File: src/rtl/avalon_packet_arbiter.sv
// Packet-level round-robin arbiter sharing one Avalon-ST channel among NUM_SRC sources.
// A stall watchdog force-closes a silent packet and flushes the remainder of that source's packet.
module avalon_packet_arbiter #(
  parameter int NUM_SRC        = 4,
  parameter int TIMEOUT_CYCLES = 64,
  parameter int DATA_W         = 32,
  parameter int EMPTY_W        = 2,
  localparam int IDX_W         = (NUM_SRC > 1) ? $clog2(NUM_SRC) : 1
) (
  input  logic                       clk_i,
  input  logic                       rst_ni,
  input  logic [NUM_SRC-1:0]         srcValid_i,
  output logic [NUM_SRC-1:0]         srcRdy_o,
  input  logic [NUM_SRC-1:0]         srcSop_i,
  input  logic [NUM_SRC-1:0]         srcEop_i,
  input  logic [NUM_SRC*DATA_W-1:0]  srcData_i,
  input  logic [NUM_SRC*EMPTY_W-1:0] srcEmpty_i,
  output logic                       outValid_o,
  input  logic                       outRdy_i,
  output logic                       outSop_o,
  output logic                       outEop_o,
  output logic [DATA_W-1:0]          outData_o,
  output logic [EMPTY_W-1:0]         outEmpty_o,
  output logic [IDX_W-1:0]           grantIdx_o,
  output logic                       busy_o,
  output logic                       timeoutIndc_o
);

  localparam int CNT_W = (TIMEOUT_CYCLES > 0) ? $clog2(TIMEOUT_CYCLES + 1) : 1;
  localparam bit WDOG_EN = (TIMEOUT_CYCLES != 0);
  localparam logic [CNT_W-1:0] STALL_LIMIT = WDOG_EN ? CNT_W'(TIMEOUT_CYCLES - 1) : '0;

  typedef enum logic [1:0] {
    IDLE,
    SENDING,
    CLOSING
  } arbState_e;

  arbState_e           state_q, state_d;
  logic [IDX_W-1:0]    grantIdx_q, grantIdx_d;
  logic [IDX_W-1:0]    lastGrant_q, lastGrant_d;
  logic [CNT_W-1:0]    stallCnt_q, stallCnt_d;
  logic [NUM_SRC-1:0]  flush_q, flush_d;

  logic [NUM_SRC-1:0]  req;
  logic                anyReq;
  logic [IDX_W-1:0]    pick;

  logic                gValid;
  logic                gSop;
  logic                gEop;
  logic [DATA_W-1:0]   gData;
  logic [EMPTY_W-1:0]  gEmpty;

  assign req = srcValid_i & srcSop_i & ~flush_q;

  // Round-robin search starts just after the last grant, so last_grant itself is tried last.
  always_comb begin
    int               cand;
    logic [IDX_W-1:0] candIdx;
    anyReq  = 1'b0;
    pick    = '0;
    cand    = 0;
    candIdx = '0;
    for (int k = 1; k <= NUM_SRC; k++) begin
      cand    = (int'(lastGrant_q) + k) % NUM_SRC;
      candIdx = IDX_W'(cand);
      if (!anyReq && req[candIdx]) begin
        anyReq = 1'b1;
        pick   = candIdx;
      end
    end
  end

  always_comb begin
    gValid = srcValid_i[grantIdx_q];
    gSop   = srcSop_i[grantIdx_q];
    gEop   = srcEop_i[grantIdx_q];
    gData  = srcData_i[int'(grantIdx_q)*DATA_W +: DATA_W];
    gEmpty = srcEmpty_i[int'(grantIdx_q)*EMPTY_W +: EMPTY_W];
  end

  always_comb begin
    state_d       = state_q;
    grantIdx_d    = grantIdx_q;
    lastGrant_d   = lastGrant_q;
    stallCnt_d    = stallCnt_q;
    flush_d       = flush_q & ~(srcValid_i & srcEop_i);
    srcRdy_o      = flush_q;
    outValid_o    = 1'b0;
    outSop_o      = 1'b0;
    outEop_o      = 1'b0;
    outData_o     = '0;
    outEmpty_o    = '0;
    timeoutIndc_o = 1'b0;

    unique case (state_q)
      IDLE: begin
        if (anyReq) begin
          grantIdx_d = pick;
          stallCnt_d = '0;
          state_d    = SENDING;
        end
      end

      SENDING: begin
        srcRdy_o[grantIdx_q] = outRdy_i;
        outValid_o           = gValid;
        if (gValid) begin
          outSop_o   = gSop;
          outEop_o   = gEop;
          outData_o  = gData;
          outEmpty_o = gEmpty;
          stallCnt_d = '0;
          if (outRdy_i && gEop) begin
            lastGrant_d = grantIdx_q;
            state_d     = IDLE;
          end
        end else if (WDOG_EN) begin
          // Only a silent source counts as a stall; downstream backpressure never does.
          stallCnt_d = stallCnt_q + CNT_W'(1);
          if (stallCnt_q == STALL_LIMIT) begin
            state_d = CLOSING;
          end
        end
      end

      CLOSING: begin
        srcRdy_o[grantIdx_q] = 1'b0;
        outValid_o           = 1'b1;
        outEop_o             = 1'b1;
        if (outRdy_i) begin
          flush_d[grantIdx_q] = 1'b1;
          lastGrant_d         = grantIdx_q;
          timeoutIndc_o       = 1'b1;
          state_d             = IDLE;
        end
      end

      default: state_d = IDLE;
    endcase
  end

  always_ff @(posedge clk_i or negedge rst_ni) begin
    if (!rst_ni) begin
      state_q     <= IDLE;
      grantIdx_q  <= '0;
      lastGrant_q <= IDX_W'(NUM_SRC - 1);
      stallCnt_q  <= '0;
      flush_q     <= '0;
    end else begin
      state_q     <= state_d;
      grantIdx_q  <= grantIdx_d;
      lastGrant_q <= lastGrant_d;
      stallCnt_q  <= stallCnt_d;
      flush_q     <= flush_d;
    end
  end

  assign grantIdx_o = grantIdx_q;
  assign busy_o     = (state_q != IDLE);

endmodule

File: config.mk
export PLATFORM = sky130hd
export DESIGN_NAME = avalon_packet_arbiter
export DESIGN_NICKNAME = d
export VERILOG_FILES = /design/src/rtl/avalon_packet_arbiter.sv
export SDC_FILE = /design/constraint.sdc
export NUM_CORES = 1
export LEC_CHECK = 0
export ABC_AREA = 1
export CORE_MARGIN = 2
export CORE_UTILIZATION = 33
export CTS_CLUSTER_SIZE = 30
export DETAILED_ROUTE_END_ITERATION = 8
export PLACE_DENSITY_LB_ADDON = 0.08
export SETUP_SLACK_MARGIN = 0.15
export SLEW_MARGIN = 20
export SYNTH_ARGS = -nofsm -noshare
export SYNTH_HDL_FRONTEND = slang
export SYNTH_SLANG_ARGS = --single-unit
File: constraint.sdc
create_clock -name clk_i -period 2.2 [get_ports clk_i]
set_clock_uncertainty 0.2 [all_clocks]
set_input_delay 0.22 -clock clk_i [delete_from_list [all_inputs] [get_ports clk_i]]
set_output_delay 0.22 -clock clk_i [all_outputs]
set_load 0.01 [all_outputs]
==> results <==
-- routing by layer --
layer / GRT usage [%] / routed length, um / up-vias
met5: 0 / 0 / -
met4: 12.17 / 539 / 0
met3: 5.844 / 965 / 47
met2: 50.34 / 6170 / 173
met1: 33.92 / 4567 / 1754
li1: - / - / 1795
-- repair_timing --
action,in CTS,in global routing
pin swaps,4,17
setup buffers,4,12
resized for setup,194,68
gates cloned,0,2
endpoints found under the setup margin,42,52
-- kinds of logic after synthesis --
family	after synthesis
fa+ha+maj	4
buf+inv	50
xor+xnor	4
simple gates	209
flops	17
compound gates	92
-- synth_stat cells (all sizes together) (4+ instances only) --
cell type,instances
nor2,20
a21oi,6
nand4,11
inv,27
o21ai,10
nand3,29
buf,16
dfrtp,15
clkbuf,5
nor3,5
a22oi,36
a31oi,35
ha,4
nand2,142
xor2,4
-- power breakdown --
group / internal, mW / switching (mW) / total [mW]
Combinational: 2.11 / 2.50 / 4.61
Sequential: 0.414 / 0.136 / 0.550
Clock: 0.129 / 0.106 / 0.235
Total: 2.66 / 2.74 / 5.40
-- sequential cells by signal (all words and copies together) (netlist names) --
register,count
flush_q,4
grantIdx_o,2
lastGrant_q,2
stallCnt_q,7
state_q,2
-- placed cells by master, fill, tap and decap left out, drive strengths merged --
cell and instances:
a311oi 1, inv 26, or2 1, clkinv 3, o211ai 1, a211oi 1, dlymetal6s2s 1, clkdlybuf4s50 152
nand2 142, ha 4, a31oi 35, nor4 1, a22oi 36, dfstp 2, nor2 20, buf 99
nor3 5, a21o 1, xor2 4, nand4 11, clkbuf 5, dfrtp 15, o21ai 11, nand3 30
o22ai 1, a21oi 6
-- layout make-up --
cell class | instances | area, sq um | area share, %
Clock buffer | 4 | 45.04 | 0.8951
Inverter | 29 | 122.6 | 2.437
Multi-Input combinational cell | 311 | 1963 | 39.01
Sequential cell | 17 | 430.4 | 8.553
Tap cell | 96 | 120.1 | 2.387
Timing Repair Buffer | 253 | 2351 | 46.72
-- critical path: cells and delay by family (launching register included) --
| kind | cells | cell delay, ps |
|---|---|---|
| buf+inv | 5 | 570 |
| simple gates | 5 | 340 |
| flops | 1 | 460 |
| compound gates | 1 | 150 |
-- worst max-delay path by stage --
stage,start,to,cells past startpoint
after detailed placement,srcValid_i[1],outData_o[0],9
after global placement,srcValid_i[1],outData_o[0],9
final,grantIdx_o[1],outData_o[13],11
after floorplan,grantIdx_o[0],srcRdy_o[0],5
after global routing,grantIdx_o[1],outData_o[28],11
after CTS,grantIdx_o[1],outData_o[0],11
-- metrics by stage --
step | utilization [%] | area [sq um]
finish | 74.07 | 5032
global route | 74.07 | 5032
CTS | 68.60 | 4661
detailed placement | 69.10 | 4695
global placement | 69.10 | 4695
floorplan | - | 2317
==> qor.yml <==
synth_top_family_by_area: "simple AND/OR/NAND/NOR gates"
cts_buffers: 3
clock_path_buffers: 2
netlist_instances: 376
vias_per_cell: 5.308
synth.net_count: 531
track_usage_pct: 28.72
clock.fmax_mhz: 453.0
synthDistinctLibCells: 38
synth-compound-area-share_pct: 26.67
diodes: 0
fin_cells: 710
ant_nets: 0
synth-seq-area-share_pct: 18.47
ctsHoldBuffers: 0
layout-drive-gt1-share_pct: 30.78
core_area_sq_um: 6794
critPathRequiredTime_ps: 1780
start_util_pct: 34.11
antenna_found_initial: 0
rows: 30
cts_tree: "built"
drtIter0Drc: 164
crit_top_cell: "nand2_2"
die_h_um: 87.80
nFillCells: 558
hold_ws_ps: 90.82
post_synth_xor_area_fraction_pct: 1.512
place_congestion: 0.8773
routed_wl_um: 12240
postLayoutSetupSlackWorst_ps: -7.744
period_share_pct: 100.4
fin_crit_ps: 2208
synthAdderAreaFrac_pct: 2.160
slew_violations: 0
status: "finished with violations"
worst_setup_path_start_kind: "register"
synth_top_cell_by_area: "nand2_1"
cp-end-kind: "output pin"
violations: "negative setup slack"
clk_latency_ps: 250
r2r_end: "grantIdx_o[0]"
ys.flop_type: "dfrtp_1"
root_buffer: "clkbuf_8"
timing_hold_violations_final: 0
syn_avg_cell_area_sq_um: 6.163
slowest_delay_ps: 460
fin_nets: 770
rr_startpoint: "lastGrant_q[0]"
grt.overflow.total: 0
path_cells: "inv_4 > nand2_2 > inv_2 > nand2_2 > nand2_2 > nor2_4 > nor2_4 > inv_2 > buf_12 > a31oi_1 > buf_2"
path_class: "register to output pin"
yosys-top-cells-area: "nand2_1 (22%), dfrtp_1 (16%), a22oi_1 (12%)"
setup_viol: 4
synth_area_sq_um: 2317
rrSetupSlack_ps: 190
num_vias: 3769
clk_pin_slew_ps: 70
grt_max_degree: 30
pwr_density_cell_nw_per_um2: 1073
route.detailed.drc: 0
reg2reg_depth: 9
finalPower_mw: 5.397
synth_top_area_share_pct: 21.54
vdd_drop_max_mv: 1.030
placed_cells_incl_taps: 688
hold_path.class: "input pin to async pin"
die_w_um: 87.80
cp.arrival_ps: 1790
io_pins: 196
ys_ff_latch: 17
synth-async-reset-ratio_pct: 100.0
grt_pass1_wl_um: 17490
worst_pin_slew_ps: 411.1
fin_tns_setup_ps: -22.62
crit_slowest_cell: "dfrtp_2"
port_buffers: 195
synth_simple_gate_area_share_pct: 41.25
cts.htree.levels: 1
rsz0062_at_grt: "yes"
power.leakage_nw: 2.141
grt_pass1_vias: 3500
synthMuxAreaShare_pct: 0
area_growth_pct: 117.2
die_area_sq_um: 7708
synth-edff-count: 0
firstDrtPassIters: 5
cts_sinks: 17
hpwlAfterDp_um: 9382
crit_fanout: 29
wl_per_cell_um: 17.24
max_cap_viol_count: 0
place_ws_ps: -237.3
slew_headroom_pct: 72.38
yosys_warnings: 0
No activity file was read; power rests on OpenSTA's default activity.
